`src/rtl/b2_scfifo_pkg.sv`:
```
// b2_scfifo_pkg: shared constants and helpers for the b2_scfifo single-clock FIFO.
//   SHOWAHEAD_ON / SHOWAHEAD_OFF : legal values of the SHOWAHEAD parameter
//   usedw_width()                : width of the stored-word count for a given address width
package b2_scfifo_pkg;

    localparam string SHOWAHEAD_ON  = "ON";
    localparam string SHOWAHEAD_OFF = "OFF";

    // Count must represent 0..2**awidth inclusive, hence one extra bit.
    function automatic int unsigned usedw_width(input int unsigned awidth);
        return awidth + 1;
    endfunction

endpackage

```
`src/rtl/b2_scfifo_mem.sv`:
```
// b2_scfifo_mem: simple dual-port storage, DWIDTH x 2**AWIDTH, no reset.
//   clk     : clock
//   wr_en   : write strobe, wr_addr/wr_data : write port
//   rd_en   : read strobe, rd_addr : read address
//   rd_data : registered read data (old contents on a same-address write)
module b2_scfifo_mem #(
    parameter int unsigned DWIDTH = 8,
    parameter int unsigned AWIDTH = 8
) (
    input  logic              clk,
    input  logic              wr_en,
    input  logic [AWIDTH-1:0] wr_addr,
    input  logic [DWIDTH-1:0] wr_data,
    input  logic              rd_en,
    input  logic [AWIDTH-1:0] rd_addr,
    output logic [DWIDTH-1:0] rd_data
);

    localparam int unsigned DEPTH = 2 ** AWIDTH;

    logic [DWIDTH-1:0] mem [DEPTH];

    // Write port and registered read port.
    always_ff @(posedge clk) begin
        if (wr_en) begin
            mem[wr_addr] <= wr_data;
        end
        if (rd_en) begin
            rd_data <= mem[rd_addr];
        end
    end

endmodule

```
`src/rtl/b2_scfifo.sv`:
```
// b2_scfifo: single-clock FIFO with show-ahead or normal read mode.
//   clk_i, srst_i (sync, active-high)
//   wrreq_i, data_i : write side        rdreq_i : read request / show-ahead acknowledge
//   q_o             : read data          usedw_o : stored-word count 0..2**AWIDTH
//   empty_o, full_o, almost_empty_o, almost_full_o : status flags
//   ovf_o, udf_o    : sticky error flags, present only with B2_SCFIFO_ERR_FLAGS_EN defined
//                     (tied to 0 otherwise)
module b2_scfifo
    import b2_scfifo_pkg::*;
#(
    parameter int unsigned DWIDTH             = 8,
    parameter int unsigned AWIDTH             = 8,
    parameter string       SHOWAHEAD          = "ON",
    parameter int unsigned ALMOST_FULL_VALUE  = 2 ** AWIDTH - 1,
    parameter int unsigned ALMOST_EMPTY_VALUE = 1
) (
    input  logic                             clk_i,
    input  logic                             srst_i,
    input  logic                             wrreq_i,
    input  logic [DWIDTH-1:0]                data_i,
    input  logic                             rdreq_i,
    output logic [DWIDTH-1:0]                q_o,
    output logic [usedw_width(AWIDTH)-1:0]   usedw_o,
    output logic                             empty_o,
    output logic                             full_o,
    output logic                             almost_empty_o,
    output logic                             almost_full_o,
    output logic                             ovf_o,
    output logic                             udf_o
);

    localparam int unsigned UW    = usedw_width(AWIDTH);
    localparam int unsigned DEPTH = 2 ** AWIDTH;
    localparam bit          SA    = (SHOWAHEAD == SHOWAHEAD_ON);

    // Elaboration-time parameter checks.
    if (!((SHOWAHEAD == SHOWAHEAD_ON) || (SHOWAHEAD == SHOWAHEAD_OFF))) begin : g_bad_mode
        $error("b2_scfifo: SHOWAHEAD must be \"ON\" or \"OFF\"");
    end
    if (!((ALMOST_EMPTY_VALUE >= 1) && (ALMOST_EMPTY_VALUE <= ALMOST_FULL_VALUE) &&
          (ALMOST_FULL_VALUE <= DEPTH))) begin : g_bad_thresh
        $error("b2_scfifo: need 1 <= ALMOST_EMPTY_VALUE <= ALMOST_FULL_VALUE <= 2**AWIDTH");
    end

    logic [AWIDTH-1:0] wr_ptr, rd_ptr, rd_ptr_inc, rd_addr;
    logic [UW-1:0]     usedw_q, usedw_next;
    logic              empty_q, full_q, ae_q, af_q;
    logic              wr_acc, rd_acc;
    logic              mem_rd_en, byp_load;
    logic              q_sel;
    logic [DWIDTH-1:0] q_byp, mem_q;

    // Accepted accesses; requests in a reset cycle are ignored.
    always_comb begin
        wr_acc     = wrreq_i & ~full_q & ~srst_i;
        rd_acc     = rdreq_i & ~empty_q & ~srst_i;
        rd_ptr_inc = rd_ptr + AWIDTH'(1);
    end

    // Next count and read-data sourcing.
    always_comb begin
        usedw_next = usedw_q;
        rd_addr    = rd_ptr;
        mem_rd_en  = rd_acc;
        byp_load   = 1'b0;
        case ({wr_acc, rd_acc})
            2'b10:   usedw_next = usedw_q + UW'(1);
            2'b01:   usedw_next = usedw_q - UW'(1);
            default: usedw_next = usedw_q;
        endcase
        if (SA) begin
            // Prefetch the word that becomes oldest after this edge. If that word is
            // the one being written now, the RAM still holds stale data at that
            // address, so capture it straight from data_i instead.
            rd_addr   = rd_acc ? rd_ptr_inc : rd_ptr;
            mem_rd_en = rd_acc && (usedw_q > UW'(1));
            byp_load  = wr_acc && (usedw_q == UW'(rd_acc));
        end
    end

    // Pointers, count, flags and read-data select.
    always_ff @(posedge clk_i) begin
        if (srst_i) begin
            wr_ptr  <= '0;
            rd_ptr  <= '0;
            usedw_q <= '0;
            empty_q <= 1'b1;
            full_q  <= 1'b0;
            ae_q    <= 1'b1;
            af_q    <= 1'b0;
            q_sel   <= 1'b1;
            q_byp   <= '0;
        end else begin
            if (wr_acc) begin
                wr_ptr <= wr_ptr + AWIDTH'(1);
            end
            if (rd_acc) begin
                rd_ptr <= rd_ptr_inc;
            end
            usedw_q <= usedw_next;
            empty_q <= (usedw_next == '0);
            full_q  <= (usedw_next == UW'(DEPTH));
            ae_q    <= (usedw_next <  UW'(ALMOST_EMPTY_VALUE));
            af_q    <= (usedw_next >= UW'(ALMOST_FULL_VALUE));
            if (byp_load) begin
                q_sel <= 1'b1;
                q_byp <= data_i;
            end else if (mem_rd_en) begin
                q_sel <= 1'b0;
            end
        end
    end

    b2_scfifo_mem #(
        .DWIDTH (DWIDTH),
        .AWIDTH (AWIDTH)
    ) u_mem (
        .clk     (clk_i),
        .wr_en   (wr_acc),
        .wr_addr (wr_ptr),
        .wr_data (data_i),
        .rd_en   (mem_rd_en),
        .rd_addr (rd_addr),
        .rd_data (mem_q)
    );

    // Both sources are registers; the select is reset so q_o reads 0 after reset.
    assign q_o            = q_sel ? q_byp : mem_q;
    assign usedw_o        = usedw_q;
    assign empty_o        = empty_q;
    assign full_o         = full_q;
    assign almost_empty_o = ae_q;
    assign almost_full_o  = af_q;

`ifdef B2_SCFIFO_ERR_FLAGS_EN
    logic ovf_q, udf_q;

    // Sticky error flags, cleared only by reset.
    always_ff @(posedge clk_i) begin
        if (srst_i) begin
            ovf_q <= 1'b0;
            udf_q <= 1'b0;
        end else begin
            if (wrreq_i && full_q) begin
                ovf_q <= 1'b1;
            end
            if (rdreq_i && empty_q) begin
                udf_q <= 1'b1;
            end
        end
    end

    assign ovf_o = ovf_q;
    assign udf_o = udf_q;
`else
    assign ovf_o = 1'b0;
    assign udf_o = 1'b0;
`endif

endmodule

```
`config.mk`:
```
export PLATFORM = sky130hd
export DESIGN_NAME = b2_scfifo
export DESIGN_NICKNAME = d
export VERILOG_FILES = /design/src/rtl/b2_scfifo_pkg.sv /design/src/rtl/b2_scfifo_mem.sv /design/src/rtl/b2_scfifo.sv
export SDC_FILE = /design/constraint.sdc
export NUM_CORES = 2
export LEC_CHECK = 0
export CAP_MARGIN = 10
export CORE_ASPECT_RATIO = 0.5
export CORE_UTILIZATION = 30
export CTS_CLUSTER_DIAMETER = 120
export DETAILED_ROUTE_END_ITERATION = 10
export SLEW_MARGIN = 10
export SYNTH_ARGS = -nofsm -noshare
export SYNTH_HDL_FRONTEND = slang
export SYNTH_SLANG_ARGS = --single-unit
```
`constraint.sdc`:
```
create_clock -name clk_i -period 4.3 [get_ports clk_i]
set_input_delay 0.86 -clock clk_i [delete_from_list [all_inputs] [get_ports clk_i]]
set_output_delay 0.86 -clock clk_i [all_outputs]
set_load 0.005 [all_outputs]
```
# [Yosys cells after proc, flatten, opt, wreduce, memory -nomap -nowiden]
# Memories as Yosys holds them, arrays and structs flattened. A register that Yosys moved wholly into a read port is not among the register bits.
# Cells that the tools add are included.
[word_totals] memories=1 mem_bits_rw=2048 rom_bits=0 output_inout_bits=23 reg_bits=38 in_bits=12 word_cells=37 latchBits=0
[mem_list] memory="u_mem.mem" depth=256 width=8 read_ports=1 rd_clocked_by_memory_dff=1 wr=1 line_no="b2_scfifo_mem.sv:21" rtl="logic [DWIDTH-1:0] mem [DEPTH];"
[op_classes] n_reduce_logical=4 add_sub_neg=4 n_mul=0 n_div=0 order_cmp=3 n_mux=5 eq_ne=4 bitwise_logic=7 shift=0
[ops] op="9-bit case mux with 2 select lines" n=1
[ops] op="8-bit by 1-bit adder with 8-bit output, second input constant" n=2
[ops] op="8-bit 2-to-1 mux" n=2
[ops] op="9-bit by 1-bit adder with 9-bit output, second input constant" n=1
[ops] op="9-bit by 1-bit equality test with 1-bit output" n=1
[ops] op="9-bit equality test, second input constant" n=1
[ops] op="9-bit by 8-bit >= comparator with 1-bit output, second input constant" n=1
[ops] op="9-bit by 1-bit greater-than comparator with 1-bit output, second input constant" n=1
[ops] op="9-bit logical NOT" n=1
[ops] op="9-bit by 1-bit less-than comparator with 1-bit output, second input constant" n=1
[ops] op="9-bit by 1-bit subtractor with 9-bit output, second input constant" n=1
[ops] op="1-bit AND" n=4
[ops] op="1-bit inverter" n=3
[ops] op="2-bit by 1-bit equality test with 1-bit output, second input constant" n=1
[ops] op="2-bit equality test, second input constant" n=1
[ops] op="1-bit logical AND" n=2
[ops] op="1-bit 2-to-1 mux" n=2
[ops] op="2-bit OR reduction" n=1

# [Logic depth before layout (Yosys ltp)]
[logic_depth] word_depth=6 ltp_mapped=18 depth_no_buf=12

# [By module]
# From an unflattened synthesis, not the netlist that was laid out.
[hier_totals] cells_unflattened=3969 hier_area_um2=81743.4
[by_module_without_submodules] module="b2_scfifo_mem" seq_area_each_um2=61739.2 instances=1 cells_per_inst=3733 area_per_inst_um2=79636.4
[by_module_without_submodules] module="b2_scfifo" seq_area_each_um2=760.7 instances=1 cells_per_inst=236 area_per_inst_um2=2107.0

# [Least setup slack after synthesis]
# No wires, ideal clock.
[synth_timing] kind="input port to flip-flop" from="in srst_i" to="reg af_q, in the netlist almost_full_o" required_ns=4.184 setup_ns=0.116 t_arrival_ns=3.868 stages=16 n_path_buf=9 slack_ns=0.316 cell_sequence="buf_6 -> nor3b_4 -> buf_6 -> buf_6 -> buf_6 -> buf_4 -> buf_4 -> buf_4 -> ha_1 -> clkbuf_1 -> clkbuf_1 -> nor2_1 -> mux2_2 -> a222oi_1 -> nor2_1 -> a31o_1"
[synth_via] elab_chain_cells=5 word_cells_on_any_way=7 cone_classes="order compare (1); eq/ne (2); mux (1); bitwise (3)"
[synth_rtl] element="from (decl)" line_no="b2_scfifo.sv:18" rtl="input logic srst_i,"
[synth_rtl] element="1-bit inverter" line_no="b2_scfifo.sv:55, b2_scfifo.sv:56"
[synth_rtl] element="1-bit AND (on tied branches)" line_no="b2_scfifo.sv:56, b2_scfifo.sv:55"
[synth_rtl] element="2-bit by 1-bit equality test with 1-bit output or 2-bit equality test (tied branches)" line_no="b2_scfifo.sv:66" rtl="case ({wr_acc, rd_acc})"
[synth_rtl] element="9-bit case mux with 2 select lines" line_no="b2_scfifo.sv:66"
[synth_rtl] element="9-bit by 8-bit >= comparator with 1-bit output" line_no="b2_scfifo.sv:104" rtl="af_q <= (usedw_next >= UW'(ALMOST_FULL_VALUE));"
[synth_rtl] element="to (signal assigned)" line_no="b2_scfifo.sv:104"
[synth_rtl] element="to (decl)" line_no="b2_scfifo.sv:47" rtl="logic empty_q, full_q, ae_q, af_q;"
# Several ways; a longest one is shown, not always the timed one.
# A chain may end at the register's enable or synchronous reset.

# [Worst setup path after layout]
[layout_timing] from="in rdreq_i" to="reg u_mem.rd_data[6], read port of u_mem.mem, data pin"
[layout_via] elab_chain_cells=3 word_cells_on_any_way=4 cone_classes="mux (1); bitwise (2); reduce/logical (1)"
[layout_rtl] element="from (decl)" line_no="b2_scfifo.sv:21" rtl="input logic rdreq_i,"
[layout_rtl] element="1-bit AND * (2 in series)" line_no="b2_scfifo.sv:56" rtl="rd_acc = rdreq_i & ~empty_q & ~srst_i;"
[layout_rtl] element="8-bit 2-to-1 mux or 1-bit logical AND (tied branches)"
[layout_rtl] element="to (decl)" line_no="b2_scfifo_mem.sv:16" rtl="output logic [DWIDTH-1:0] rd_data"
# Every way passes the cells marked *; elsewhere a longest branch is shown, timed or not.

==> results.txt <==
CTS Root Cell - clkbuf_16
Number of iterations in the first detailed-routing pass - 6
Multi-input logic area - 33300 um2
Min Tclk post-route - 4.46 ns
Final Non-Filler Cells - 12100
MaxCap Viol Count - 0
Final Max Slew Viols - 0
WL final - 330000 um
Cell count after synthesis - 6898
Count of different cell masters after synthesis - 96
Switching share of power - 21.4%
Global Route Usage Sum - 18.8%
Worst setup path end - u_mem.rd_data[6]
Io pins - 35
CTS clk-pin slew, worst paths - 0.06 ns
RSZ-0062 raised after global routing - false
Place WS - -1.06 ns
GRT overflow - 0
Post-CTS Setup Repair Bufs - 0
Status - complete, but fails checks
Die Area - 333000 um2
CTS tree - built
H-tree levels - 4
Reg-to-Reg End - u_mem.rd_data[6]
Worst Setup End Kind - flip-flop
P&R area growth vs syn - 19.0%
Register Area - 62500 um2
Crit path kind - in -> reg
Psw - 9.18 mW
Initial Util - 30.3%
Share of cells above drive strength 1 - 21.8%
RePlAce Congestion - 0.909
Dpl cells - 11700
Worst Hold Class - in -> reg
Maximum clock rate - 224 MHz
Vias in the first global route - 66300
Yosys reg bits - 2094
Slew @ Worst Pin - 1.30 ns
Pin count of the biggest net entering global routing - 130
Setup Viol. Count Final - 3
Num CTS Buffers - 217
Antenna viol nets, final - 0
Via count - 70100
Post-Layout Inst Area - 118000 um2
Iter 0 DRT Violations - 9731
PwrDens - 363 nW/um2
Combinational Power Share - 3.9%
Post-route DRC violation count - 0
Register area share after synthesis - 63.1%
Main flop type after synthesis - edfxtp_1
Ys async rst share - 0%
Lkg Pwr - 35.8 nW
Row cnt - 148
CORE AREA - 327000 um2
Nets - 7567
IO buf count - 32
Max-slew headroom - 12.5%
Skew-Pair Late Insertion Delay - 0.90 ns
Worst r2r src - empty_o
Hold slack - 0.419 ns
Worst setup SP type - input port
Mean post-synth cell area - 14.4 um2
Post-DR vias/cell - 5.81
R2R cell count - 13
CP Max Fanout - 16
Failing checks - setup timing
Worst EP required - 4.96 ns
Worst setup startpoint - rdreq_i
Post-DP HPWL - 215000 um
Fillcell total - 30900
Setup TNS Final - -0.218 ns
Sequential power share - 52.4%
Clock Skew - 0.0510 ns
Area leader, netlist - edfxtp_1
Reg-to-reg slack, setup - -0.14 ns
Post-synth top area share - 62.3%
Clock Sinks - 2094
Initial antenna violation count - 13
Final WS setup - -0.161 ns
Clock power frac - 43.6%
EDFF count, synth - 2056
Maximum vdd drop - 0.393 mV
Arr. time, crit path - 5.12 ns
Area after DPL - 111000 um2
Synth warnings - 0
Die Ht - 408 um
Die width - 815 um
Post-synthesis instance area - 99100 um2
Synth top area cells - edfxtp_1, mux2i_1, mux4_2
Clock buffer depth - 4
Final hold viol count - 0
Tcrit/Tclk final - 104%
Global-route wire length before repair - 468000 um
Routed WL per cell - 27.3 um
Cell-internal power - 33.6 mW
==> final cells by class <==
type,count,area share [%]
flip-flops and latches,2094,53.0
multi-input cells,4160,28.2
repair buffers,1056,8.27
clock buffers,268,4.81
well taps,4350,4.61
clock inverters,124,1.01
inverters,16,0.0721
diodes,6,0.0127
==> logic make-up after synthesis <==
| family | after synthesis | share of synthesized area [%] |
|---|---|---|
| DFF | 2094 | 63.1 |
| AOI/OAI and AO/OA | 1626 | 11.5 |
| muxes | 1275 | 15.5 |
| and+or+nand+nor | 1230 | 5.97 |
| buffers and inverters | 645 | 3.64 |
| xor gates and xnor gates | 17 | 0.165 |
| adders and majority gates | 10 | 0.126 |
| other | 1 | 0.00378 |
==> what timing repair did <==
| item | in CTS | in global routing |
|---|---|---|
| hold buffers | 0 | 0 |
| setup endpoints to repair | 2 | 4 |
| endpoints found under the hold margin | 0 | 0 |
| resized for setup | 3 | 4 |
==> synth_stat cells (18+ instances only) <==
cell type / count
buf_2: 271
nor4_1: 44
mux2_2: 85
mux4_2: 201
dfxtp_1: 38
buf_4: 111
nor2_1: 450
or3_1: 25
a211oi_1: 158
o32ai_1: 158
o211ai_1: 28
o21ai_0: 127
edfxtp_1: 2056
nor3_1: 354
buf_6: 50
o2111ai_1: 18
nor2b_1: 105
nand3_1: 40
a21oi_1: 128
o22ai_1: 653
o22a_1: 55
buf_1: 18
o221ai_1: 103
a31oi_1: 26
or4_1: 18
mux2i_1: 989
nand2_1: 119
clkbuf_1: 170
==> power by group through the flow <==
stage          logic [mW]  registers [mW]  clock network, mW
3_5_place_dp         1.66            22.9                  0
5_1_grt              1.75            22.4               19.6
4_1_cts              1.66            22.4               18.8
3_3_place_gp         1.64            22.9                  0
2_1_floorplan       0.746            22.9                  0
6_report             1.69            22.4               18.7
==> placed cells by master (no fill, tap or decap), drive strengths merged, types with 15 or more instances in the layout <==
master         count
nor3             356
o32ai            158
o22a              55
buf             1033
or3               25
or4               19
clkbuf           268
nor2b            105
nand2            121
o41ai             15
a2111oi           15
clkinv            92
o2111ai           18
nand4             15
nor2             450
mux4             201
clkdlybuf4s50     23
edfxtp          2056
a21oi            128
dfxtp             38
inv               21
o221ai           103
o21ai            136
o22ai            653
a31oi             26
mux2              85
bufinv            22
mux2i            989
o211ai            28
a311oi            15
nor4              44
nand3             40
a211oi           162
==> state kept, by name, indices dropped and copies added (netlist names), 8 cells and up <==
register       count
usedw_o            9
u_mem.mem       2048
q_byp              8
u_mem.rd_data      8
rd_ptr             8
wr_ptr             8
==> critical path: stages <==
cell and delay, ns:
clkdlybuf4s50_1 0.67, nor3b_4 0.31, buf_12 0.16, inv_16 0.06, nor3_4 0.31, xor2_4 0.42, buf_12 0.26, buf_4 0.14
o221ai_1 0.16, nor4_1 1.02, buf_4 0.28, o31a_1 0.19, a32oi_1 0.10, o311a_1 0.13
==> metal layers <==
layer  part of all wire, %  vias to the layer above  wire length [um]  track usage, %
met5                 0.029                        -                96               0
li1                      -                    29600                 -               -
met4                   4.0                       14             13100            7.18
met2                    44                     4050            144000            28.5
met1                    42                    35700            137000            26.5
met3                    11                      695             35400            4.11
==> stage by stage <==
stage                     util (%)  power [mW]
final                         36.1        42.8
after global routing          36.1        43.8
after CTS                     36.1        42.9
after detailed placement      34.0        24.5
after global placement        34.0        24.5
after floorplan                  -        23.6
==> how the worst min path moves through the flow <==
stage                       end  depth (start not counted)       from  slack, ns
4_1_cts        u_mem.mem[85][0]                          1  data_i[0]       0.38
6_report       u_mem.mem[85][0]                          1  data_i[0]       0.42
3_3_place_gp           q_byp[4]                          2   q_byp[4]       0.47
2_1_floorplan          q_byp[0]                          2   q_byp[0]       0.46
5_1_grt        u_mem.mem[85][0]                          1  data_i[0]       0.41
3_5_place_dp           q_byp[0]                          2   q_byp[0]       0.48
Power figures use the tool's default switching activity.
